`config.mk`:
```
export PLATFORM = sky130hd
export DESIGN_NAME = ram_dual_port_flat
export DESIGN_NICKNAME = d
export VERILOG_FILES = /design/src/rtl/ram_dual_port_if.sv /design/src/rtl/ram_dual_port.sv /design/src/flat_wrapper.sv
export SDC_FILE = /design/constraint.sdc
export NUM_CORES = 1
export LEC_CHECK = 0
export BUFFER_PORTS_ARGS = -buffer_cell sky130_fd_sc_hd__buf_2
export CORE_MARGIN = 4
export CORE_UTILIZATION = 40
export DETAILED_ROUTE_END_ITERATION = 10
export SETUP_SLACK_MARGIN = 0.5
export SLEW_MARGIN = 30
export SYNTH_ARGS = -nofsm -noshare
export SYNTH_HDL_FRONTEND = slang
export SYNTH_SLANG_ARGS = --single-unit
export TNS_END_PERCENT = 100
```
`constraint.sdc`:
```
create_clock -name clk -period 2.9 [get_ports clk]
set_input_delay 0.87 -clock clk [delete_from_list [all_inputs] [get_ports clk]]
set_output_delay 0.87 -clock clk [all_outputs]
set_load 0.05 [all_outputs]
```
`src/rtl/ram_dual_port_if.sv`:
```
// Signal bundle for the two ports of ram_dual_port.
// The master drives addresses, write data and write enables; the slave returns the registered read data.
interface ram_dual_port_if #(
    parameter int DATA_WIDTH = 8,
    parameter int ADDR_WIDTH = 6
);
    logic [DATA_WIDTH-1:0] data1;
    logic [ADDR_WIDTH-1:0] adr1;
    logic                  we1;
    logic [DATA_WIDTH-1:0] q1;
    logic [DATA_WIDTH-1:0] data2;
    logic [ADDR_WIDTH-1:0] adr2;
    logic                  we2;
    logic [DATA_WIDTH-1:0] q2;

    modport master (
        output data1, adr1, we1, data2, adr2, we2,
        input  q1, q2
    );

    modport slave (
        input  data1, adr1, we1, data2, adr2, we2,
        output q1, q2
    );
endinterface

```
`src/rtl/ram_dual_port.sv`:
```
// True dual-port synchronous RAM with registered read data on both ports.
// Reads return the old contents on a same-address collision, and port 1 wins a double write.
module ram_dual_port #(
    parameter int DATA_WIDTH = 8,
    parameter int ADDR_WIDTH = 6
) (
    input  logic            clk,
    input  logic            rst,
    ram_dual_port_if.slave  bus
);
    localparam int DEPTH = 2 ** ADDR_WIDTH;

    logic [DATA_WIDTH-1:0] mem [DEPTH];
    logic [DATA_WIDTH-1:0] q1_q, q1_d;
    logic [DATA_WIDTH-1:0] q2_q, q2_d;

    // Storage is never reset. Port 2 is written first so that port 1's later
    // assignment to the same address takes effect.
    always_ff @(posedge clk) begin
        if (!rst) begin
            if (bus.we2) mem[bus.adr2] <= bus.data2;
            if (bus.we1) mem[bus.adr1] <= bus.data1;
        end
    end

    always_comb begin
        q1_d = q1_q;
        q2_d = q2_q;
        if (!bus.we1) q1_d = mem[bus.adr1];
        if (!bus.we2) q2_d = mem[bus.adr2];
    end

    always_ff @(posedge clk or posedge rst) begin
        if (rst) begin
            q1_q <= '0;
            q2_q <= '0;
        end else begin
            q1_q <= q1_d;
            q2_q <= q2_d;
        end
    end

    assign bus.q1 = q1_q;
    assign bus.q2 = q2_q;
endmodule

```
`src/flat_wrapper.sv`:
```
// flat-port wrapper written by rule: the top's interface ports become plain ports
module ram_dual_port_flat 
#(
    parameter int DATA_WIDTH = 8,
    parameter int ADDR_WIDTH = 6
)
  (clk, rst, bus_data1, bus_adr1, bus_we1, bus_data2, bus_adr2, bus_we2, bus_q1, bus_q2);
  ram_dual_port_if #(.DATA_WIDTH(DATA_WIDTH), .ADDR_WIDTH(ADDR_WIDTH)) bus_i ();
  input  logic clk;
  input  logic rst;
  input wire logic [$bits(bus_i.data1)-1:0] bus_data1;
  input wire logic [$bits(bus_i.adr1)-1:0] bus_adr1;
  input wire logic [$bits(bus_i.we1)-1:0] bus_we1;
  input wire logic [$bits(bus_i.data2)-1:0] bus_data2;
  input wire logic [$bits(bus_i.adr2)-1:0] bus_adr2;
  input wire logic [$bits(bus_i.we2)-1:0] bus_we2;
  output wire logic [$bits(bus_i.q1)-1:0] bus_q1;
  output wire logic [$bits(bus_i.q2)-1:0] bus_q2;
  assign bus_i.data1 = bus_data1;
  assign bus_i.adr1 = bus_adr1;
  assign bus_i.we1 = bus_we1;
  assign bus_i.data2 = bus_data2;
  assign bus_i.adr2 = bus_adr2;
  assign bus_i.we2 = bus_we2;
  assign bus_q1 = bus_i.q1;
  assign bus_q2 = bus_i.q2;
  ram_dual_port #(.DATA_WIDTH(DATA_WIDTH), .ADDR_WIDTH(ADDR_WIDTH)) u_core (.clk(clk), .rst(rst), .bus(bus_i));
endmodule
```
After elaboration in Yosys (flattened, before gate mapping)
Memories as Yosys holds them, arrays and structs flattened. A register that Yosys moved wholly into a read port is not among the register bits.
Index checks and enable logic that the tools add are counted.
{"block": "word_totals", "mem_bits_rw": 512, "register_bits": 0, "elab_cells": 9, "n_memories": 1, "out_inout_bits": 16, "input_bits": 32}
{"block": "op_classes", "reduce_logical": 2, "muxes": 6}
{"name": "u_core.mem", "words": 64, "width": 8, "rd": 2, "rd_clocked_by_memory_dff": 2, "wr": 2, "line_no": "ram_dual_port.sv:13", "text": "logic [DATA_WIDTH-1:0] mem [DEPTH];"}
{"operator": "$mux 1", "n": 6}
{"operator": "$logic_not 1->1", "n": 2}

Logic depth before layout (Yosys ltp)
Gate-level depths: netlist of run 1.
{"block": "depth", "ltp_word": 3, "mapped_depth": 10, "depth_no_buf": 6}

Worst setup path after synthesis of run 1
OpenSTA, ideal clock, no wires.
{"block": "synth_timing", "path_type": "in2reg", "startpoint": "input port bus_adr2[4]", "endpoint": "memory u_core.mem[10][0] (enable)", "required_time_ps": 2516, "setup_slack_ps": -218, "setup_ps": 384, "cell_stages": 5, "arrival_ps": 2734, "path_buffers": 2, "path_cell_list": "clkbuf_1 -> or3b_2 -> clkbuf_1 -> or3_1 -> o21ai_0"}
{"item": "start: declaration", "line_no": "flat_wrapper.sv:15", "text": "input wire logic [$bits(bus_i.adr2)-1:0] bus_adr2;"}
{"item": "end: declaration", "line_no": "ram_dual_port.sv:13"}

==> impl_metrics.env, run 1 <==
export IMPL_cts_made_buffers=66
export IMPL_setup_ws_ps=419
export IMPL_clock_skew_ps=29.6
export IMPL_p_leak_nw=14.3
export IMPL_synth_simple_area_share=0.0462
export IMPL_grt_pass1_wl_um=212000
export IMPL_rsz0062_at_grt="true"
export IMPL_htreeDepth=3
export IMPL_startpoint_type="input pin"
export IMPL_synth_edf_count=512
export IMPL_max_cap_violations=0
export IMPL_drv_slew=0
export IMPL_finalCritPeriodShare=0.856
export IMPL_critPathMaxFanout=11
export IMPL_slowest_stage="mux2_2"
export IMPL_drtIter0Drc=3869
export IMPL_synth_top_family_by_area="multiplexers"
export IMPL_yosysSeqAreaShare=0.497
export IMPL_fin_crit_ps=2480
export IMPL_ys_top_cells_by_area="edfxtp_1 48%, mux2_2 22%, mux4_2 6.2%, a221oi_1 3.4%, mux2i_1 2.3%"
export IMPL_grt_pass1_vias=25800
export IMPL_synth_fa_ha_area_frac=0
export IMPL_die_h_um=290
export IMPL_synth_distinct_cells=64
export IMPL_worstHoldPathType="input pin to async pin"
export IMPL_routed_wl_um=155000
export IMPL_ys_ff_latch=528
export IMPL_worst_pin_slew_ps=899
export IMPL_drtAntennaViolNets=0
export IMPL_start_util=0.403
export IMPL_critical_path_required_ps=3260
export IMPL_vias=26500
export IMPL_ir_drop_mv=0.366
export IMPL_fmax_ghz=0.403
export IMPL_synth_top_flop_cell="edfxtp_1"
export IMPL_port_buffers=47
export IMPL_synth_warning_count=0
export IMPL_postCtsHoldBufs=0
export IMPL_clockRootBuffer="clkbuf_16"
export IMPL_cts_tree="yes"
export IMPL_coreArea_um2=78900
export IMPL_avgRoutedWirePerCell_um=40.2
export IMPL_syn_area_um2=31800
export IMPL_synth_top_area_frac=0.484
export IMPL_chipWidth_um=290
export IMPL_overflow=0
export IMPL_synth_cells=2384
export IMPL_instances_no_fill=3849
export IMPL_place_inst=3716
export IMPL_worst_setup_path_end_kind="register"
export IMPL_grtUsageTotal=0.362
export IMPL_antenna_found_initial=7
export IMPL_fin_nets=2781
export IMPL_clkLatencyLatePin_ps=640
export IMPL_power_density_nw_per_um2=495
export IMPL_slowest_delay_ps=360
export IMPL_drive_above_1_share=0.573
export IMPL_ios=48
export IMPL_synth_compound_area_frac=0.114
export IMPL_rows=103
export IMPL_netlist_top_cells_count="609 x mux2_2, 512 x edfxtp_1, 164 x clkbuf_1"
export IMPL_path_clk_slew_ps=70
export IMPL_tns_ps=0
export IMPL_synth_most_common_cell="mux2_2"
export IMPL_clockBufferDepth=3
export IMPL_syn_nets=2416
export IMPL_critical_path_class="input pin to register"
export IMPL_power_mw=20.5
export IMPL_async_flop_share=0.0303
export IMPL_avgSynthCellArea_um2=13.3
export IMPL_synth_area_leader_cell="edfxtp_1"
export IMPL_arrival_ps=2840
export IMPL_timing_final_hold_violations=0
export IMPL_utilization=0.526
export IMPL_place_ws_ps=-817
export IMPL_synth_xor_area_frac=0
export IMPL_setup_viol_count_final=0
export IMPL_cts_sinks=528
export IMPL_vias_per_cell=6.87
export IMPL_outcome="finished, final reports clean"
export IMPL_gp_congestion=1.03
export IMPL_synthMuxAreaShare=0.304
export IMPL_relSlewSlack=0.401
export IMPL_drtPass1Iterations=6
export IMPL_hpwl_um=111000
export IMPL_path_cells="buf_12 > buf_4 > nor2_1 > buf_4 > and3_1 > buf_4 > nand2_2 > mux2_2"
export IMPL_critPathMostFrequentCell="buf_4"
export IMPL_area_delta_synth_final_pct=30.7
export IMPL_die_area_um2=84000
export IMPL_grt_max_degree=65
export IMPL_drc=0
==> routing by layer <==
| layer | part of all wire | vias to the layer above | GRT usage |
|---|---|---|---|
| met4 | 0.052 | 4 | 0.154 |
| met3 | 0.11 | 422 | 0.0887 |
| li1 | - | 10400 | - |
| met2 | 0.44 | 1941 | 0.545 |
| met1 | 0.40 | 13700 | 0.501 |
| met5 | 0.00020 | - | 0 |
==> metrics by stage <==
step	area [um^2]	hold WS, ps
finish	41500	465
global route	41500	471
CTS	41100	423
detailed placement	38600	547
global placement	38600	522
floorplan	33100	687
==> sequential cells by signal, summed over array words and instances, names as in the netlist <==
name	cells
u_core.bus.q1	8
u_core.bus.q2	8
u_core.mem	512
==> report_power, final <==
part	internal (mW)	total [mW]	switching (mW)	leakage, nW
sequential	8.46	8.58	0.118	4.79
combinational	1.33	3.28	1.95	8.44
clock	5.05	8.68	3.63	1.09
total	14.8	20.5	5.70	14.3
==> worst max-delay path: cells and delay by family <==
kind | cells | cell delay, ps
buffers and inverters | 4 | 910
AND/OR/NAND/NOR | 3 | 670
multiplexers | 1 | 360
==> timing repair <==
action | CTS | global route
endpoints found under the setup margin | 124 | 75
gates cloned | 2 | 0
pin swaps | 3 | 16
setup buffers | 0 | 13
resized for setup | 50 | 77
==> final timing paths <==
path	to	slack (ps)	cells after the start	from
worst max-delay path	u_core.mem[44][1]	420	8	bus_adr1[0]
worst min-delay path	u_core.bus.q2[3]	470	3	rst
worst max register to register	u_core.bus.q1[4]	590	7	u_core.mem[18][4]
worst min register to register	u_core.bus.q2[3]	560	1	u_core.bus.q2[3]
max in group asynchronous	u_core.bus.q2[4]	1880	4	rst
min in group clk	u_core.bus.q2[3]	560	1	u_core.bus.q2[3]
==> layout make-up <==
cell class / count / area (um^2)
fillers: 6668 / 37300
multi-input cells: 1571 / 16300
flip-flops and latches: 528 / 15800
repair buffers: 568 / 5850
clock buffers: 75 / 1720
well taps: 1050 / 1310
clock inverters: 42 / 518
inverters: 14 / 61.3
diodes: 1 / 2.50
==> logic make-up after synthesis <==
| group | Yosys count |
|---|---|
| compound gates | 501 |
| mux | 780 |
| buf+inv | 285 |
| flops | 528 |
| simple gates | 290 |
==> placed cells by master (no fill, tap or decap), types with 13 or more instances in the layout <==
cell type,instances
a32oi_1,14
nor2_1,54
clkbuf_16,67
o22ai_4,30
nand3_1,22
buf_2,41
a22oi_1,70
a221oi_1,96
a21oi_1,34
o22ai_1,35
nand2_2,15
buf_4,387
o21ai_4,30
buf_12,118
o21ai_0,39
nor2_2,21
nor2_4,20
nand2_1,65
nand2_4,13
mux2i_1,66
a31oi_1,16
a221oi_2,25
edfxtp_1,512
mux4_2,87
mux2_2,609
dfrtp_1,16
No activity file was read; power rests on OpenSTA's default activity.
==> run 2: changes to the inputs <==
--- a/config.mk
+++ b/config.mk
@@ -6,6 +6,7 @@
 export NUM_CORES = 1
 export LEC_CHECK = 0
 export BUFFER_PORTS_ARGS = -buffer_cell sky130_fd_sc_hd__buf_2
+export CAP_MARGIN = 20
 export CORE_MARGIN = 4
 export CORE_UTILIZATION = 40
 export DETAILED_ROUTE_END_ITERATION = 10
==> constraint.sdc (replaced) <==
create_clock -name clk -period 2.94 [get_ports clk]
set_input_delay 0.882 -clock clk [delete_from_list [all_inputs] [get_ports clk]]
set_output_delay 0.882 -clock clk [all_outputs]
set_load 0.05 [all_outputs]
==> run 2 against run 1 <==
Against the previous run:
- global-route usage down 0.96 points
- via count shrank 1.1%
- die area did not move
- combinational power shrank 6%
- non-clock buffer count decreased by 44
- total power shrank 6.0%
- wire length shrank 2.9%
- critical path type unchanged
- critical endpoint is now u_core.bus.q1[1]
==> impl_metrics.env, run 2 (synthesized netlist as in run 1, its figures left out) <==
export IMPL_outcome="finished, final reports clean"
export IMPL_power_density_nw_per_um2=478
export IMPL_die_h_um=290
export IMPL_slowest_delay_ps=450
export IMPL_antenna_found_initial=10
export IMPL_fmax_ghz=0.401
export IMPL_htreeDepth=2
export IMPL_critical_path_required_ps=3510
export IMPL_area_delta_synth_final_pct=27.0
export IMPL_critical_path_class="input pin to register"
export IMPL_hpwl_um=109000
export IMPL_switching_share=0.276
export IMPL_largest_reg_flops=512
export IMPL_path_delay_family="compound AO/OA/AOI/OAI gates"
export IMPL_avgRoutedWirePerCell_um=39.5
export IMPL_r2r_setup_slack_ps=570
export IMPL_seqPwrFrac=0.439
export IMPL_vias=26200
export IMPL_clockBufferDepth=3
export IMPL_max_cap_violations=0
export IMPL_place_inst=3686
export IMPL_drv_slew=0
export IMPL_instances_no_fill=3801
export IMPL_tns_ps=0
export IMPL_ios=48
export IMPL_fin_crit_ps=2490
export IMPL_die_area_um2=84000
export IMPL_drtAntennaViolNets=0
export IMPL_routed_wl_um=150000
export IMPL_startpoint_type="input pin"
export IMPL_gp_congestion=1.04
export IMPL_grt_pass1_wl_um=207000
export IMPL_drive_above_1_share=0.548
export IMPL_fin_area_um2=40400
export IMPL_top_register="u_core.mem"
export IMPL_finalCritPeriodShare=0.848
export IMPL_grt_max_degree=65
export IMPL_critPathMaxFanout=35
export IMPL_worst_pin_slew_ps=894
export IMPL_r2r_start="u_core.mem[31][4]"
export IMPL_p_int_mw=14.0
export IMPL_layout_common_cells="609 x mux2_2, 512 x edfxtp_1, 368 x buf_4"
export IMPL_start_util=0.403
export IMPL_postCtsHoldBufs=0
export IMPL_grtUsageTotal=0.353
export IMPL_path_buf_inv=3
export IMPL_drtIter0Drc=4327
export IMPL_crit_path_start="bus_adr1[1]"
export IMPL_relSlewSlack=0.403
export IMPL_setup_ws_ps=447
export IMPL_path_cells="buf_12 > buf_12 > and2_1 > buf_4 > a22oi_1 > o2bb2ai_1 > a22oi_2 > a32oi_1"
export IMPL_drc=0
export IMPL_clkPwrFrac=0.401
export IMPL_hold_slack_ps=585
export IMPL_place_ws_ps=-483
export IMPL_critPathMostFrequentCell="buf_12"
export IMPL_arrival_ps=3060
export IMPL_clkLatencyLatePin_ps=660
export IMPL_reg2regPathDepth=8
export IMPL_vias_per_cell=6.89
export IMPL_timing_final_hold_violations=0
export IMPL_clock_skew_ps=29.0
export IMPL_rsz0062_at_grt="true"
export IMPL_cts_made_buffers=61
export IMPL_setup_viol_count_final=0
export IMPL_worstHoldPathType="input pin to register"
export IMPL_endpoint="u_core.bus.q1[1]"
export IMPL_clockRootBuffer="clkbuf_16"
export IMPL_p_leak_nw=13.7
export IMPL_worst_setup_path_end_kind="register"
export IMPL_fin_nets=2732
export IMPL_cts_sinks=528
export IMPL_power_switching_mw=5.33
export IMPL_ir_drop_mv=0.467
export IMPL_port_buffers=47
export IMPL_coreArea_um2=78900
export IMPL_path_clk_slew_ps=60
export IMPL_rows=103
export IMPL_cp_depth=8
export IMPL_combPwrFrac=0.160
export IMPL_slowest_stage="o2bb2ai_1"
export IMPL_place_area_um2=38100
export IMPL_drtPass1Iterations=5
export IMPL_grt_pass1_vias=25300
export IMPL_chipWidth_um=290
export IMPL_overflow=0
export IMPL_cts_tree="yes"
export IMPL_rr_endpoint="u_core.bus.q2[4]"
export IMPL_final_common_cell="mux2_2"
[run 2: cell types whose count changed in the layout (fill, tap and decap cells not counted), moves of 5 or more]
cell | previous run | this run
a21oi_1 | 34 | 39
a21oi_2 | 7 | 2
a221oi_1 | 96 | 114
a221oi_2 | 25 | 7
buf_12 | 118 | 105
buf_4 | 387 | 368
clkbuf_16 | 67 | 61
clkinv_1 | 9 | 14
nand2_2 | 15 | 20
o21ai_0 | 39 | 47
o21ai_1 | 11 | 5
[run 2: stage by stage]
stage                util  total power [mW]
global route        0.511              19.7
CTS                 0.509              19.2
finish              0.512              19.3
floorplan               -              10.1
detailed placement  0.483              11.6
global placement    0.483              11.5
[run 2: worst min-delay path by stage]
stage                      start                to  slack, ps  cells after the start
2_1_floorplan  u_core.mem[43][6]  u_core.bus.q2[6]        690                      4
3_3_place_gp    u_core.bus.q2[3]  u_core.bus.q2[3]        600                      1
6_report            bus_data1[3]  u_core.mem[0][3]        580                      2
4_1_cts                      rst  u_core.bus.q1[6]        560                      2
3_5_place_dp    u_core.bus.q2[3]  u_core.bus.q2[3]        590                      1
5_1_grt             bus_data1[3]  u_core.mem[0][3]        610                      2
[run 2: worst reg2reg max path, stage by stage (launching register included)]
cell	delay, ps
edfxtp_1	430
mux4_2	520
mux2i_4	230
nor2_1	140
buf_4	170
a21oi_1	110
o21ai_1	140
buf_4	180
o32a_1	340
[run 2: repair_timing]
action | in CTS | in global routing
endpoints found under the setup margin | 197 | 98
hold endpoints to repair | 0 | 0
pin swaps | 1 | 3
resized for setup | 25 | 37
setup buffers | 0 | 0
[run 2: power by group through the flow]
stage,sequential [mW],combinational [mW],clock (mW)
2_1_floorplan,8.66,1.47,0
3_3_place_gp,8.62,2.91,0
3_5_place_dp,8.62,2.94,0
4_1_cts,8.46,2.97,7.76
5_1_grt,8.47,3.16,8.06
6_report,8.47,3.09,7.74
[run 2: per-layer routing]
metal,part of all wire,vias to the layer above,GRT usage
met4,0.055,4,0.160
met1,0.39,13400,0.487
met5,0.00023,-,0
met2,0.44,2055,0.531
li1,-,10300,-
met3,0.11,426,0.0820
[run 2: final cells by class]
class	count	area [um^2]
diodes	5	12.5
clock buffers	71	1560
clock inverters	38	379
fillers	6760	38500
inverters	14	62.6
multi-input cells	1571	16000
flip-flops and latches	528	15800
well taps	1050	1310
repair buffers	524	5200
